===== src/rtl/effect_pkg.sv =====
// Shared types for the effect crossfade selector: FSM states, one-hot humidity zones
// and the stereo sample word layout {L,R}.
package effect_pkg;

  typedef enum logic [1:0] {
    STEADY  = 2'd0,
    PENDING = 2'd1,
    FADE    = 2'd2
  } sel_state_e;

  // One-hot {high,mid,low}, wired straight to the zone LEDs.
  typedef enum logic [2:0] {
    ZONE_LOW  = 3'b001,
    ZONE_MID  = 3'b010,
    ZONE_HIGH = 3'b100
  } zone_e;

  localparam int SAMPLE_DW = 16;

  typedef struct packed {
    logic signed [SAMPLE_DW-1:0] l;
    logic signed [SAMPLE_DW-1:0] r;
  } sample_t;

endpackage


===== src/rtl/xfade_mac.sv =====
// One-channel crossfade: (old*(2^F-g) + new*g) >>> F with floor rounding.
// With XFADE_SEL_FADE_EN undefined the old stream passes straight through.
module xfade_mac #(
  parameter int DW        = 16,
  parameter int FADE_LOG2 = 8
) (
  input  logic signed [DW-1:0]        old_s,
  input  logic signed [DW-1:0]        new_s,
  input  logic        [FADE_LOG2-1:0] g,
  output logic signed [DW-1:0]        mix
);

`ifdef XFADE_SEL_FADE_EN
  localparam int ACC_W = DW + FADE_LOG2 + 2;
  localparam int WGT_W = FADE_LOG2 + 2;

  // The weights sum to 2^F, so the floored result always lies between old and new.
  function automatic logic signed [DW-1:0] floor_shift(input logic signed [ACC_W-1:0] acc);
    return DW'(acc >>> FADE_LOG2);
  endfunction

  logic signed [WGT_W-1:0] w_new;
  logic signed [WGT_W-1:0] w_old;
  logic signed [ACC_W-1:0] prod_old;
  logic signed [ACC_W-1:0] prod_new;

  assign w_new    = signed'({2'b00, g});
  assign w_old    = signed'(WGT_W'(1 << FADE_LOG2)) - w_new;
  assign prod_old = ACC_W'(old_s) * ACC_W'(w_old);
  assign prod_new = ACC_W'(new_s) * ACC_W'(w_new);
  assign mix      = floor_shift(prod_old + prod_new);
`else
  logic unused_fade_inputs;

  assign unused_fade_inputs = ^{new_s, g};
  assign mix                = old_s;
`endif

endmodule


===== src/rtl/effect_xfade_sel.sv =====
// Selects one of NUM_FX wet streams or dry bypass, manually or by humidity zone with dwell,
// and crossfades between selections. Crossfade is built only with XFADE_SEL_FADE_EN defined.
module effect_xfade_sel
  import effect_pkg::*;
#(
  parameter int NUM_FX    = 3,
  parameter int DW        = 16,
  parameter int HUM_W     = 8,
  parameter int THRESH_LO = 40,
  parameter int THRESH_HI = 70,
  parameter int HYST      = 3,
  parameter int DWELL     = 4800,
  parameter int FADE_LOG2 = 8,
  parameter int FX_LOW    = 1,
  parameter int FX_MID    = 2,
  parameter int FX_HIGH   = 0
) (
  input  logic                        clk,
  input  logic                        rst,
  input  logic [HUM_W-1:0]            humidity,
  input  logic                        manual,
  input  logic [NUM_FX-1:0]           manual_en,
  input  logic [2*DW-1:0]             dry_sample,
  input  logic [NUM_FX*2*DW-1:0]      fx_sample,
  input  logic                        in_valid,
  output logic                        in_ready,
  output logic [2*DW-1:0]             out_sample,
  output logic                        out_valid,
  input  logic                        out_ready,
  output logic [$clog2(NUM_FX+1)-1:0] active_sel,
  output logic                        fading,
  output logic [2:0]                  zone
);

  localparam int SEL_W   = $clog2(NUM_FX + 1);
  localparam int SW      = 2 * DW;
  localparam int DWELL_W = (DWELL > 1) ? $clog2(DWELL) : 1;

  localparam logic [SEL_W-1:0]   DRY_SEL    = SEL_W'(NUM_FX);
  localparam logic [DWELL_W-1:0] DWELL_LAST = DWELL_W'(DWELL - 1);

  localparam int LO_UP = THRESH_LO + HYST;
  localparam int LO_DN = THRESH_LO - HYST;
  localparam int HI_UP = THRESH_HI + HYST;
  localparam int HI_DN = THRESH_HI - HYST;

  typedef struct packed {
    logic signed [DW-1:0] l;
    logic signed [DW-1:0] r;
  } chan_pair_t;

  function automatic logic [SEL_W-1:0] lowest_en(input logic [NUM_FX-1:0] en);
    logic [SEL_W-1:0] idx;
    idx = DRY_SEL;
    for (int i = NUM_FX - 1; i >= 0; i--) begin
      if (en[i]) idx = SEL_W'(i);
    end
    return idx;
  endfunction

  function automatic logic [SEL_W-1:0] zone_fx(input zone_e z);
    case (z)
      ZONE_LOW:  return SEL_W'(FX_LOW);
      ZONE_HIGH: return SEL_W'(FX_HIGH);
      default:   return SEL_W'(FX_MID);
    endcase
  endfunction

  sel_state_e       state_q, state_d;
  zone_e            zone_q, zone_d;
  logic [SEL_W-1:0] active_q, active_d;
  logic [SEL_W-1:0] pend_q, pend_d;
  logic [DWELL_W-1:0] dwell_q, dwell_d;
  logic [SEL_W-1:0] cand;
  logic [SEL_W-1:0] new_sel;
  logic [FADE_LOG2-1:0] g_mix;
  logic             acc;
  int               hum_i;

`ifdef XFADE_SEL_FADE_EN
  logic [SEL_W-1:0]     new_q, new_d;
  logic [FADE_LOG2-1:0] g_q, g_d;

  assign new_sel = new_q;
  assign g_mix   = g_q;
  assign fading  = (state_q == FADE);
`else
  assign new_sel = active_q;
  assign g_mix   = '0;
  assign fading  = 1'b0;
`endif

  assign in_ready   = !out_valid || out_ready;
  assign acc        = in_valid && in_ready;
  assign hum_i      = int'(humidity);
  assign cand       = manual ? lowest_en(manual_en) : zone_fx(zone_q);
  assign active_sel = active_q;
  assign zone       = zone_q;

  // Hysteresis applies only when leaving the current zone; at most one step per clock.
  always_comb begin
    zone_d = zone_q;
    case (zone_q)
      ZONE_LOW:  if (hum_i >= LO_UP) zone_d = ZONE_MID;
      ZONE_MID: begin
        if (hum_i < LO_DN)      zone_d = ZONE_LOW;
        else if (hum_i > HI_UP) zone_d = ZONE_HIGH;
      end
      ZONE_HIGH: if (hum_i <= HI_DN) zone_d = ZONE_MID;
      default:   zone_d = ZONE_MID;
    endcase
  end

  always_comb begin
    state_d  = state_q;
    active_d = active_q;
    pend_d   = pend_q;
    dwell_d  = dwell_q;
`ifdef XFADE_SEL_FADE_EN
    new_d    = new_q;
    g_d      = g_q;
`endif
    case (state_q)
      STEADY: begin
        if (cand != active_q) begin
          if (!manual) begin
            state_d = PENDING;
            pend_d  = cand;
            dwell_d = '0;
          end else if (acc) begin
`ifdef XFADE_SEL_FADE_EN
            state_d = FADE;
            new_d   = cand;
            g_d     = '0;
`else
            active_d = cand;
`endif
          end
        end
      end
      PENDING: begin
        // Switching to manual mid-dwell acts on the same clock, without waiting for a sample.
        if (manual) begin
          if (cand == active_q) begin
            state_d = STEADY;
          end else begin
`ifdef XFADE_SEL_FADE_EN
            state_d = FADE;
            new_d   = cand;
            g_d     = '0;
`else
            state_d  = STEADY;
            active_d = cand;
`endif
          end
        end else if (acc) begin
          if (cand == active_q) begin
            state_d = STEADY;
          end else if (cand != pend_q) begin
            pend_d  = cand;
            dwell_d = '0;
          end else if (dwell_q == DWELL_LAST) begin
`ifdef XFADE_SEL_FADE_EN
            state_d = FADE;
            new_d   = pend_q;
            g_d     = '0;
`else
            state_d  = STEADY;
            active_d = pend_q;
`endif
          end else begin
            dwell_d = dwell_q + 1'b1;
          end
        end
      end
`ifdef XFADE_SEL_FADE_EN
      FADE: begin
        if (acc) begin
          if (g_q == '1) begin
            state_d  = STEADY;
            active_d = new_q;
            g_d      = '0;
          end else begin
            g_d = g_q + 1'b1;
          end
        end
      end
`endif
      default: state_d = STEADY;
    endcase
  end

  always_ff @(posedge clk) begin
    if (!rst) begin
      state_q  <= STEADY;
      zone_q   <= ZONE_MID;
      active_q <= DRY_SEL;
      pend_q   <= DRY_SEL;
      dwell_q  <= '0;
`ifdef XFADE_SEL_FADE_EN
      new_q    <= DRY_SEL;
      g_q      <= '0;
`endif
    end else begin
      state_q  <= state_d;
      zone_q   <= zone_d;
      active_q <= active_d;
      pend_q   <= pend_d;
      dwell_q  <= dwell_d;
`ifdef XFADE_SEL_FADE_EN
      new_q    <= new_d;
      g_q      <= g_d;
`endif
    end
  end

  // Stage p0: stream selection and per-channel mix (combinational)
  chan_pair_t old_p0;
  chan_pair_t new_p0;
  logic signed [DW-1:0] mix_l_p0;
  logic signed [DW-1:0] mix_r_p0;

  always_comb begin
    old_p0 = dry_sample;
    new_p0 = dry_sample;
    for (int i = 0; i < NUM_FX; i++) begin
      if (active_q == SEL_W'(i)) old_p0 = fx_sample[i*SW +: SW];
      if (new_sel == SEL_W'(i))  new_p0 = fx_sample[i*SW +: SW];
    end
  end

  xfade_mac #(.DW(DW), .FADE_LOG2(FADE_LOG2)) u_mac_l (
    .old_s (old_p0.l),
    .new_s (new_p0.l),
    .g     (g_mix),
    .mix   (mix_l_p0)
  );

  xfade_mac #(.DW(DW), .FADE_LOG2(FADE_LOG2)) u_mac_r (
    .old_s (old_p0.r),
    .new_s (new_p0.r),
    .g     (g_mix),
    .mix   (mix_r_p0)
  );

  // Stage p1: output register, holds while the downstream FIFO is full
  always_ff @(posedge clk) begin
    if (!rst) begin
      out_valid  <= 1'b0;
      out_sample <= '0;
    end else if (acc) begin
      out_valid  <= 1'b1;
      out_sample <= {mix_l_p0, mix_r_p0};
    end else if (out_ready) begin
      out_valid  <= 1'b0;
    end
  end

endmodule

===== config.mk =====
export PLATFORM = sky130hd
export DESIGN_NAME = effect_xfade_sel
export DESIGN_NICKNAME = d
export VERILOG_FILES = /design/src/rtl/effect_pkg.sv /design/src/rtl/xfade_mac.sv /design/src/rtl/effect_xfade_sel.sv
export SDC_FILE = /design/constraint.sdc
export NUM_CORES = 1
export LEC_CHECK = 0
export BUFFER_PORTS_ARGS = -buffer_cell sky130_fd_sc_hd__clkbuf_2
export CAP_MARGIN = 20
export CORE_ASPECT_RATIO = 1.1
export CORE_MARGIN = 1.5
export CORE_UTILIZATION = 30
export DETAILED_ROUTE_END_ITERATION = 8
export HOLD_SLACK_MARGIN = 0.1
export PLACE_DENSITY = 0.55
export RECOVER_POWER = 25
export SYNTH_ARGS = -nofsm -noshare
export SYNTH_HDL_FRONTEND = slang
export SYNTH_SLANG_ARGS = --single-unit
export TNS_END_PERCENT = 5

===== constraint.sdc =====
create_clock -name clk -period 3.1 [get_ports clk]
set_input_delay 0.155 -clock clk [delete_from_list [all_inputs] [get_ports clk]]
set_output_delay 0.155 -clock clk [all_outputs]
set_load 0.03 [all_outputs]

* Word level (Yosys, flattened, before mapping) *
Cells that the tools add are included.

storage, ports and cells
  RAM bits = 0
  memories = 0
  memory bits (read-only) = 0
  logic and storage cells = 99
  output and inout bits = 40
  input bits = 144
  bits in latches = 0
  register bits after elaboration = 55

operators by class
  add/subtract/negate cells = 1
  muxes and demuxes = 48
  shifts and indexed selects = 0
  reduce and logical (&&, ||, !) cells = 12
  bitwise gates (word level) = 0
  multipliers = 0
  divide/modulo/power cells = 0
  equal/unequal tests = 27
  $lt $le $gt $ge = 4

operators by type and width
  operator               count
  $mux 32                3
  $mux 13                7
  $mux 2                 25
  $pmux 13 s2            1
  $ne 2x2->1 const B     10
  $pmux 2 s2             4
  $ne 3x3->1 const B     5
  $reduce_and 7->1       2
  $add 13x1->13 const B  1
  $eq 13x13->1 const B   1
  $mux 3                 4
  $pmux 3 s3             1
  $ge 8x6->1 const B     1
  $gt 8x7->1 const B     1
  $le 8x7->1 const B     1
  $lt 8x6->1 const B     1
  $ne 4x4->1 const B     2
  $reduce_and 8->1       1
  $reduce_and 5->1       1
  $eq 2x1->1 const B     2
  $logic_not 2->1        2
  $ne 2x2->1             2
  $reduce_bool 2->1      2
  $eq 3x1->1 const B     1
  other kinds (9)        11

* Logic depth before layout (Yosys ltp) *
Gate-level depths: netlist of the first run.

  depth in word-level cells = 10
  gate-level depth with buffers = 8
  depth with buffers taken out = 7

* Hierarchy *
Synthesis of the first run repeated with hierarchy kept, for this count alone.

second synthesis, totals
  cells, all modules = 419
  area, all modules = 3704.8 um^2

modules (own cells, without submodules)
  module            sequential area each (um^2)  area an instance (um^2)  times used  cells an instance
  effect_xfade_sel  1081.0                       3464.6                   1           387
  xfade_mac         0.0                          120.1                    2           16

* Worst setup path after synthesis of the first run *
Ideal clock, no wire load.

  kind = register -> register
  start point = register zone_q[1] (netlist: zone[1])
  end point = register dwell_q[1]
  clock period less this slack = 2265 ps
  setup time = 116 ps
  stages on the path, launching flop included = 9
  slack = 835 ps
  path buffers = 2
  required time = 2984 ps
  data arrival time = 2150 ps
  path through = dfxtp_1 > buf_2 > nor2_1 > a22oi_1 > mux2_1 > o31ai_2 > buf_4 > nor3_1 > a31o_1

between the ends
  cells in the longest elaborated chain, start to end = 9
  elaborated cells on any way between the ends = 16
  those cells by class = 8 x eq/ne; 7 x mux; 1 x reduce/logical

ends and longest elaborated chain
  what                                             line                     RTL
  start, declared                                  effect_xfade_sel.sv:70   zone_e zone_q, zone_d;
  start signal, assigned                           effect_xfade_sel.sv:206  zone_q <= zone_d;
  $eq 3x3->1 / $eq 3x1->1 (equally long branches)  effect_xfade_sel.sv:62   case (z)
  $pmux 2 s2 *                                     effect_xfade_sel.sv:62
  $mux 2 *                                         effect_xfade_sel.sv:96   assign cand = manual ? lowest_en(manual_en) : zone_fx(zone_q);
  $ne 2x2->1                                       effect_xfade_sel.sv:159  end else if (cand != pend_q) begin
  $mux 13                                          effect_xfade_sel.sv:159
  $mux 13                                          effect_xfade_sel.sv:157  if (cand == active_q) begin
  $mux 13                                          effect_xfade_sel.sv:156  end else if (acc) begin
  $mux 13                                          effect_xfade_sel.sv:143  if (manual) begin
  $pmux 13 s2                                      effect_xfade_sel.sv:123  case (state_q)
  end signal, assigned                             effect_xfade_sel.sv:209  dwell_q <= dwell_d;
  end, declared                                    effect_xfade_sel.sv:73   logic [DWELL_W-1:0] dwell_q, dwell_d;

Mark *: on every way between the ends. The rest lies on a longest branch, timed or not. The select of a mux whose other input is x is not followed.
A chain may end at the register's enable or synchronous reset.

* Worst setup path after layout of the first run *
  start point = register zone_q[2] (netlist: zone[2])
  end point = register dwell_q[1]

Same word-level chain as after synthesis.

==> results.py, run 1 <==
metrics = {
    "status": {
        "outcome": "finished with violations",
        "violations": "max-capacitance violations, max-slew violations",
    },
    "synth": {
        "syn-num-nets": 520,
        "synth_seq_area_share_pct": 31.3,
        "synth_top_cell_by_area": "dfxtp_1",
        "synthTopCellsByArea": "dfxtp_1 31%, mux4_2 21%, nand2_1 9.5%",
        "synth-edff-count": 0,
        "synthArstFlopShare_pct": 0,
        "yosys.area.top_type_share_pct": 31.3,
        "yosys_register_bits": 54,
        "mappedNetlistArea_sq_um": 3450,
        "syn_area_per_cell_sq_um": 9.21,
        "ys_warn_count": 0,
        "yosys.cell_types.count": 60,
        "synth_cells": 375,
        "synth-main-ff-cell": "dfxtp_1",
    },
    "worst_setup_path": {
        "cp.arrival_ns": 2.68,
        "cp_max_fo": 12,
        "path_cells": "nor2b_4 -> a22oi_1 -> mux2_1 -> o31ai_2 -> nor3_1 -> a31o_1",
        "r2r-start": "zone[2]$_SDFFE_PN0P_",
        "cp_slowest_cell": "dfxtp_1",
        "cp-startpoint": "zone[2]$_SDFFE_PN0P_",
        "setup.worst_path.end_class": "flip-flop",
        "crit_required_ns": 3.29,
        "slowest_delay_ns": 0.61,
        "r2r_slack_ns": 0.61,
        "crit_type": "reg -> reg",
        "setup.worst_path.start_class": "flip-flop",
    },
    "power_and_ir_drop": {
        "clockPowerShare_pct": 33.5,
        "peakVddDrop_mv": 0.257,
        "power.leakage_nw": 1.92,
        "switchingPower_mw": 0.614,
        "p_int_mw": 1.38,
        "combPwrFrac_pct": 27.4,
        "power_density_nw_per_um2": 433,
        "share_seq_of_total_power_pct": 39.2,
        "switching_share_pct": 30.8,
    },
    "global_routing": {
        "grtUsageTotal_pct": 17.7,
        "grt_first_pass_wirelength_um": 17200,
        "grt_max_degree": 53,
        "grt_pass1_vias": 3549,
        "overflow": 0,
        "antenna_found_initial": 0,
    },
    "routing": {
        "wl_um": 10300,
        "wl_per_cell_um": 15.0,
        "vias": 3475,
        "viasPerCell": 5.05,
        "drt_pass1_iterations": 4,
        "drtIter0Drc": 163,
        "ant_nets": 0,
        "drc": 0,
    },
    "layout": {
        "post-route-util_pct": 41.5,
        "nets": 685,
        "instances_no_fill": 688,
        "n_antenna_cell": 0,
        "drive_gt1_share_pct": 39.7,
        "area_growth_pct": 33.1,
    },
    "clock_network": {
        "cts_repair_resize_count": 0,
        "cts_sinks": 54,
        "root_buffer": "clkbuf_16",
        "clk_latency_ns": 0.30,
        "numCtsBuffers": 5,
        "clk_path_buf_depth": 2,
        "htree_num_levels": 2,
        "postCtsHoldBufs": 0,
        "clk_pin_slew_ns": 0.08,
        "cts_setup_buffers": 0,
        "cts_tree": "done",
    },
    "die": {
        "die_width_um": 105,
        "dieArea_sq_um": 12200,
        "std_cell_rows": 40,
        "die_h_um": 116,
        "core_area_sq_um": 11100,
        "pin_count": 184,
        "start_util_pct": 31.2,
    },
    "sta": {
        "fin_skew_ns": 0.00664,
        "max_slew_margin_pct": -32.5,
        "final-setup-viol-count": 0,
        "finalHoldViolations": 0,
        "fmax_ghz": 0.402,
        "tightest_slew_ns": 1.99,
        "setup_tns_ns": 0,
        "finalCritPeriodShare_pct": 80.2,
        "rsz0062_at_grt": "false",
        "slew_viol_final": 53,
        "period_needed_ns": 2.49,
    },
    "placed_design": {
        "portBuffers": 182,
        "routabilityCongestion": 0.878,
        "dp.cells": 680,
        "dp_hpwl_um": 8070,
    },
    "worst_hold_path": {
        "hp-class": "in -> reg",
        "worstHoldStart": "in_valid",
    },
    "run": {
        "drv_cap": 1,
    },
}
[state kept, by name, summed over array words and instances (netlist names)]
| name | flops |
|---|---|
| zone | 3 |
| dwell_q | 13 |
| active_sel | 2 |
| out_valid | 1 |
| state_q | 1 |
| out_sample | 32 |
| pend_q | 2 |
[final cells by class]
cell class	count	area, sq um
sequential	54	1080
timing repair buffer	186	912
tap	147	184
fill	1136	6470
clock buffer	5	125
multi-input combinational	287	2220
clock inverter	3	48.8
inverter	6	22.5
[cell usage after synthesis (all sizes together), types with 2 or more instances]
cell type and number:
mux2i 2, nor4 2, a21boi 37, or4 2
o211ai 4, nor3 8, clkbuf 16, nand2b 6
nand3b 2, nor2 15, mux4 32, mux2 2
a21oi 10, o21ai 15, buf 12, nor4b 2
inv 6, o31ai 2, nor2b 3, o21a 7
and3 2, xor2 3, nand4 2, or3b 2
dfxtp 54, o21bai 2, or3 5, nand3 10
a2111oi 4, nand2 87
[stage by stage]
| stage | setup WS (ns) | instance area (sq um) | hold WS (ns) | power [mW] |
|---|---|---|---|---|
| 2_1_floorplan | 0.835 | 3450 | 0.294 | 1.16 |
| 4_1_cts | 0.631 | 4620 | 0.115 | 2.01 |
| 3_3_place_gp | 0.712 | 4450 | 0.422 | 1.34 |
| 3_5_place_dp | 0.641 | 4450 | 0.435 | 1.35 |
| 6_report | 0.613 | 4590 | 0.113 | 1.99 |
| 5_1_grt | 0.308 | 4590 | 0.130 | 2.10 |
[cell families after synthesis]
logic type               Yosys count  synth area share (%)
AO/OA/AOI/OAI                     93                  20.0
XOR/XNOR                           4                  1.23
adder cells (fa/ha/maj)            1                 0.362
buffers and inverters             34                  4.46
flip-flops                        54                  31.3
multiplexers                      36                  22.1
other                              1                 0.109
AND/OR/NAND/NOR                  152                  20.4
[layer usage]
metal  up-vias  share of wire (%)  track usage [%]
met5         -                  0                0
met2       109                 49             31.2
met1      1647                 43             21.3
met4         0                1.7             6.67
li1       1706                  -                -
met3        13                5.5             3.94
[worst paths after layout]
| kind | endpoint | depth (start not counted) |
|---|---|---|
| setup / recovery | dwell_q[1]$_SDFFE_PN0P_ | 6 |
| hold / removal | out_valid$_SDFFE_PN0P_ | 3 |
| setup reg to reg | dwell_q[1]$_SDFFE_PN0P_ | 6 |
| hold reg to reg | out_sample[25]$_SDFFE_PN0P_ | 2 |
[power by group through the flow]
| stage | sequential (mW) | combinational (mW) | clock [mW] |
|---|---|---|---|
| global placement | 0.794 | 0.548 | 0 |
| CTS | 0.780 | 0.556 | 0.679 |
| floorplan | 0.860 | 0.301 | 0 |
| global route | 0.788 | 0.595 | 0.717 |
| finish | 0.779 | 0.545 | 0.665 |
| detailed placement | 0.796 | 0.553 | 0 |
[layout by cell type (no fill, tap or decap), types with 2 or more instances in the layout]
| cell | instances |
|---|---|
| nand2b_1 | 6 |
| o21ai_0 | 15 |
| nor3_1 | 8 |
| nor4b_1 | 2 |
| a21boi_1 | 2 |
| buf_4 | 4 |
| clkbuf_16 | 5 |
| nor4_1 | 2 |
| a2111oi_0 | 3 |
| a21boi_0 | 35 |
| inv_1 | 6 |
| a21oi_1 | 9 |
| or3_1 | 5 |
| nor2b_1 | 2 |
| nand2_1 | 87 |
| nand4_1 | 2 |
| nor2_1 | 15 |
| mux2i_1 | 2 |
| clkbuf_1 | 23 |
| mux4_2 | 32 |
| dfxtp_1 | 52 |
| o211ai_1 | 4 |
| o21bai_1 | 2 |
| nand3b_1 | 2 |
| dfxtp_2 | 2 |
| o21a_1 | 7 |
| nand3_1 | 10 |
| clkbuf_2 | 159 |
| or3b_1 | 2 |
| and3_1 | 2 |
| xor2_1 | 2 |
[worst max-delay path: cells and delay by family, from the launching register on]
kind / cells / cell delay [ns]
flip-flops: 1 / 0.61
multiplexers: 1 / 0.41
AND/OR/NAND/NOR: 2 / 0.19
AO/OA/AOI/OAI: 3 / 1.17
(Power assumes the default switching activity.)
==> run 2: changes to the inputs <==
--- a/config.mk
+++ b/config.mk
@@ -12,7 +12,7 @@
 export CORE_UTILIZATION = 30
 export DETAILED_ROUTE_END_ITERATION = 8
 export HOLD_SLACK_MARGIN = 0.1
-export PLACE_DENSITY = 0.55
+export PLACE_DENSITY = 0.57
 export RECOVER_POWER = 25
 export SYNTH_ARGS = -nofsm -noshare
 export SYNTH_HDL_FRONTEND = slang
==> constraint.sdc (replaced) <==
create_clock -name clk -period 2 [get_ports clk]
set_input_delay 0.1 -clock clk [delete_from_list [all_inputs] [get_ports clk]]
set_output_delay 0.1 -clock clk [all_outputs]
set_load 0.03 [all_outputs]
==> results.py, run 2 (synthesis results as in run 1) <==
metrics = {
    "status": {
        "outcome": "finished with violations",
        "violations": "negative setup slack",
    },
    "clock_network": {
        "cts_tree": "done",
        "root_buffer": "clkbuf_16",
        "cts_sinks": 54,
        "clk_path_buf_depth": 2,
        "htree_num_levels": 2,
        "clk_latency_ns": 0.30,
        "numCtsBuffers": 5,
        "clk_pin_slew_ns": 0.07,
    },
    "power_and_ir_drop": {
        "share_seq_of_total_power_pct": 39.3,
        "power_density_nw_per_um2": 617,
        "power.leakage_nw": 2.12,
        "switchingPower_mw": 0.959,
        "combPwrFrac_pct": 30.8,
        "switching_share_pct": 31.3,
        "p_int_mw": 2.10,
        "p_total_mw": 3.06,
        "peakVddDrop_mv": 0.323,
        "clockPowerShare_pct": 29.9,
    },
    "sta": {
        "period_needed_ns": 2.04,
        "slew_viol_final": 0,
        "tightest_slew_ns": 0.551,
        "finalCritPeriodShare_pct": 102,
        "fmax_ghz": 0.490,
        "max_slew_margin_pct": 63.3,
        "setup_tns_ns": -0.0415,
        "fin_skew_ns": 0.00929,
        "setup_slack_ns": -0.0415,
        "finalHoldViolations": 0,
        "rsz0062_at_grt": "true",
        "final-setup-viol-count": 1,
        "fin_hold_ws_ns": 0.132,
    },
    "die": {
        "dieArea_sq_um": 12200,
        "die_h_um": 116,
        "pin_count": 184,
        "core_area_sq_um": 11100,
        "die_width_um": 105,
        "std_cell_rows": 40,
        "start_util_pct": 31.2,
    },
    "layout": {
        "instances_no_fill": 724,
        "final_cell_mix": "163 x clkbuf_2, 85 x nand2_1, 49 x dfxtp_1, 37 x buf_4, 35 x a21boi_0",
        "n_antenna_cell": 0,
        "drive_gt1_share_pct": 47.3,
        "nets": 721,
        "fillers": 1084,
        "final_area_sq_um": 4960,
        "largest-register": "out_sample",
        "final_common_cell": "clkbuf_2",
        "area_growth_pct": 43.7,
        "largest_reg_flops": 32,
        "post-route-util_pct": 44.9,
    },
    "routing": {
        "ant_nets": 0,
        "drc": 0,
        "wl_per_cell_um": 15.0,
        "viasPerCell": 4.98,
        "drt_pass1_iterations": 4,
        "vias": 3609,
        "wl_um": 10900,
        "drtIter0Drc": 164,
    },
    "worst_setup_path": {
        "setup.worst_path.start_class": "flip-flop",
        "crit_type": "reg -> reg",
        "setup.worst_path.end_class": "flip-flop",
        "cp.arrival_ns": 2.24,
        "crit_cells": 6,
        "crit_required_ns": 2.20,
        "cp_max_fo": 4,
        "crit_buf_inv": 1,
        "rr_worst_depth": 6,
        "cp_slowest_cell": "or4b_4",
        "slowest_delay_ns": 0.54,
        "path_cells": "or4b_4 -> or4_4 -> o31ai_4 -> buf_4 -> nor3_1 -> a31o_1",
        "crit_family": "simple AND/OR/NAND/NOR gates",
    },
    "placed_design": {
        "portBuffers": 182,
        "place_area_sq_um": 4730,
        "pre_cts_ws_ns": -0.0905,
        "routabilityCongestion": 0.883,
        "dp.cells": 715,
        "dp_hpwl_um": 8940,
    },
    "global_routing": {
        "overflow": 0,
        "grt_max_degree": 33,
        "antenna_found_initial": 0,
        "grt_first_pass_wirelength_um": 17400,
        "grt_pass1_vias": 3548,
        "grtUsageTotal_pct": 18.1,
    },
    "run": {
        "drv_cap": 0,
    },
    "worst_hold_path": {
        "holdPathStages": 3,
        "hp-class": "in -> reg",
    },
}
==> run 2: changes by cell type in the layout (fill, tap and decap cells not counted), moves of 2 or more <==
cell and delta:
buf_4 +33, a21oi_2 +2, a21oi_1 -2, nand2_1 -2, a2111oi_0 -3, nand2_2 +2, clkbuf_1 -3, dfxtp_4 +3
clkbuf_2 +4, dfxtp_1 -3, a2111oi_2 +2
==> run 2: layout make-up <==
cell class                      count  area (sq um)  area share (%)
Clock buffer                        7           143            2.87
Clock inverter                      1          8.76           0.177
Sequential cell                    54          1090            22.1
Tap cell                          147           184            3.71
Timing Repair Buffer              222          1200            24.2
Multi-Input combinational cell    287          2310            46.5
Inverter                            6          22.5           0.454
==> run 2: worst min-delay path: stages <==
cell      delay [ns]
clkbuf_2        0.07
nand2b_2        0.13
a21boi_0        0.08
==> run 2: what timing repair did <==
item                       4_1_cts  5_1_grt
hold buffers                     1        0
hold endpoints to repair         1        0
setup buffers                    0        0
gates resized for setup         14       14
pin swaps                        1        1
setup endpoints to repair       10       14
==> run 2: final timing paths <==
| path | from | to | slack, ns |
|---|---|---|---|
| setup / recovery | dwell_q[6]$_SDFFE_PN0P_ | dwell_q[1]$_SDFFE_PN0P_ | -0.04 |
| hold / removal | out_ready | out_valid$_SDFFE_PN0P_ | 0.13 |
| setup reg to reg | dwell_q[6]$_SDFFE_PN0P_ | dwell_q[1]$_SDFFE_PN0P_ | -0.04 |
| hold reg to reg | out_sample[12]$_SDFFE_PN0P_ | out_sample[12]$_SDFFE_PN0P_ | 0.46 |
==> run 2: power by group through the flow <==
stage / Sequential [mW] / Combinational, mW / Clock [mW]
2_1_floorplan: 1.33 / 0.471 / 0
3_3_place_gp: 1.22 / 0.911 / 0
3_5_place_dp: 1.23 / 0.924 / 0
4_1_cts: 1.20 / 0.942 / 0.931
5_1_grt: 1.21 / 1.03 / 0.971
6_report: 1.20 / 0.943 / 0.914
==> run 2: metal layers <==
layer	track usage [%]	wire length, um	vias up
li1	-	-	1784
met1	20.9	4410	1684
met2	32.9	5460	122
met3	3.49	706	19
met4	7.21	273	0
met5	0	0	-
==> run 3: changes to the inputs <==
==> constraint.sdc (replaced) <==
create_clock -name clk -period 2 [get_ports clk]
set_input_delay 0.1 -clock clk [delete_from_list [all_inputs] [get_ports clk]]
set_output_delay 0.1 -clock clk [all_outputs]
set_load 0.005 [all_outputs]
==> results.py, run 3 (synthesis results as in run 1) <==
metrics = {
    "routing": {
        "viasPerCell": 5.03,
        "drc": 0,
        "wl_um": 10800,
        "vias": 3660,
        "drt_pass1_iterations": 4,
        "ant_nets": 0,
        "drtIter0Drc": 149,
        "wl_per_cell_um": 14.9,
    },
    "clock_network": {
        "clk_pin_slew_ns": 0.07,
        "cts_tree": "done",
        "clk_latency_ns": 0.29,
        "numCtsBuffers": 5,
        "clk_path_buf_depth": 2,
        "root_buffer": "clkbuf_16",
        "cts_sinks": 54,
        "htree_num_levels": 2,
    },
    "die": {
        "std_cell_rows": 40,
        "start_util_pct": 31.2,
        "pin_count": 184,
        "die_width_um": 105,
        "dieArea_sq_um": 12200,
        "core_area_sq_um": 11100,
        "die_h_um": 116,
    },
    "layout": {
        "largest_reg_flops": 32,
        "drive_gt1_share_pct": 48.4,
        "regArea_sq_um": 1090,
        "post-route-util_pct": 45.3,
        "nets": 726,
        "final_cell_mix": "168 x clkbuf_2, 86 x nand2_1, 47 x dfxtp_1, 43 x buf_4, 35 x a21boi_0",
        "multi_input_area_sq_um": 2320,
        "fillers": 1097,
        "area_growth_pct": 45.1,
        "final_common_cell": "clkbuf_2",
        "n_antenna_cell": 0,
        "largest-register": "out_sample",
    },
    "worst_setup_path": {
        "crit_family": "simple AND/OR/NAND/NOR gates",
        "slowest_delay_ns": 0.55,
        "setup.worst_path.start_class": "flip-flop",
        "crit_required_ns": 2.19,
        "cp.arrival_ns": 2.24,
        "crit_type": "reg -> reg",
        "crit_buf_inv": 1,
        "cp_slowest_cell": "or4b_4",
        "path_cells": "or4b_4 -> or4_4 -> o31ai_4 -> buf_4 -> nor3_1 -> a31o_1",
        "setup.worst_path.end_class": "flip-flop",
        "cp_max_fo": 4,
        "r2r_slack_ns": -0.05,
    },
    "global_routing": {
        "grtUsageTotal_pct": 18.3,
        "grt_pass1_vias": 3780,
        "overflow": 0,
        "grt_max_degree": 36,
        "antenna_found_initial": 0,
        "grt_first_pass_wirelength_um": 18000,
    },
    "run": {
        "drv_cap": 0,
    },
    "sta": {
        "period_needed_ns": 2.05,
        "fin_skew_ns": 0.00331,
        "final-setup-viol-count": 4,
        "slew_viol_final": 0,
        "fin_hold_ws_ns": 0.117,
        "finalCritPeriodShare_pct": 102,
        "finalHoldViolations": 0,
        "setup_slack_ns": -0.0454,
        "fmax_ghz": 0.489,
        "rsz0062_at_grt": "true",
        "setup_tns_ns": -0.0800,
    },
    "power_and_ir_drop": {
        "power_density_nw_per_um2": 580,
        "peakVddDrop_mv": 0.346,
        "power.leakage_nw": 2.18,
    },
    "status": {
        "violations": "negative setup slack",
        "outcome": "finished with violations",
    },
    "placed_design": {
        "routabilityCongestion": 0.843,
        "dp_hpwl_um": 8690,
        "portBuffers": 182,
        "pre_cts_ws_ns": -0.130,
    },
    "worst_hold_path": {
        "hp-class": "in -> reg",
    },
}
[run 3: worst register-to-register path: cells and delay by family (launching register included)]
family | cells | cell delay, ns
AO/OA/AOI/OAI | 2 | 0.40
buffers and inverters | 1 | 0.17
flip-flops | 1 | 0.32
AND/OR/NAND/NOR | 3 | 1.06
[run 3: metal layers]
metal	wire length (um)	up-vias	track usage [%]	part of all wire (%)
met4	184	0	6.67	1.7
met1	4630	1735	21.2	43
met3	590	14	3.49	5.4
met5	0	-	0	0
met2	5430	128	33.7	50
li1	-	1783	-	-
[run 3: worst paths after layout]
kind | cells after the start | endpoint | from
worst max-delay path | 6 | dwell_q[1]$_SDFFE_PN0P_ | dwell_q[6]$_SDFFE_PN0P_
worst min-delay path | 2 | dwell_q[9]$_SDFFE_PN0P_ | rst
worst max register to register | 6 | dwell_q[1]$_SDFFE_PN0P_ | dwell_q[6]$_SDFFE_PN0P_
worst min register to register | 2 | out_sample[1]$_SDFFE_PN0P_ | out_sample[1]$_SDFFE_PN0P_
[run 3: area by class of cell]
class / count / area share (%)
flip-flops and latches: 54 / 21.9
repair buffers: 227 / 24.9
clock inverters: 2 / 0.275
well taps: 147 / 3.67
inverters: 6 / 0.450
clock buffers: 5 / 2.50
multi-input cells: 287 / 46.4
[run 3: per-stage QoR]
step	power [mW]	cells	cell area [sq um]
6_report	2.90	728	5010
5_1_grt	3.07	728	5010
4_1_cts	2.93	727	4930
3_5_place_dp	2.05	719	4770
3_3_place_gp	2.04	719	4770
2_1_floorplan	1.68	375	3470
[run 3: repair_timing]
action / CTS / global route
gates resized for setup: 7 / 23
endpoints found under the hold margin: 1 / 0
buffers inserted: 0 / 1
hold buffers: 1 / 0
pin swaps: 0 / 3
setup endpoints to repair: 14 / 15
[run 3: where the power goes]
group | internal, mW | switching [mW] | total, mW
clock | 0.460 | 0.395 | 0.855
combinational | 0.466 | 0.380 | 0.846
sequential | 1.15 | 0.0572 | 1.20
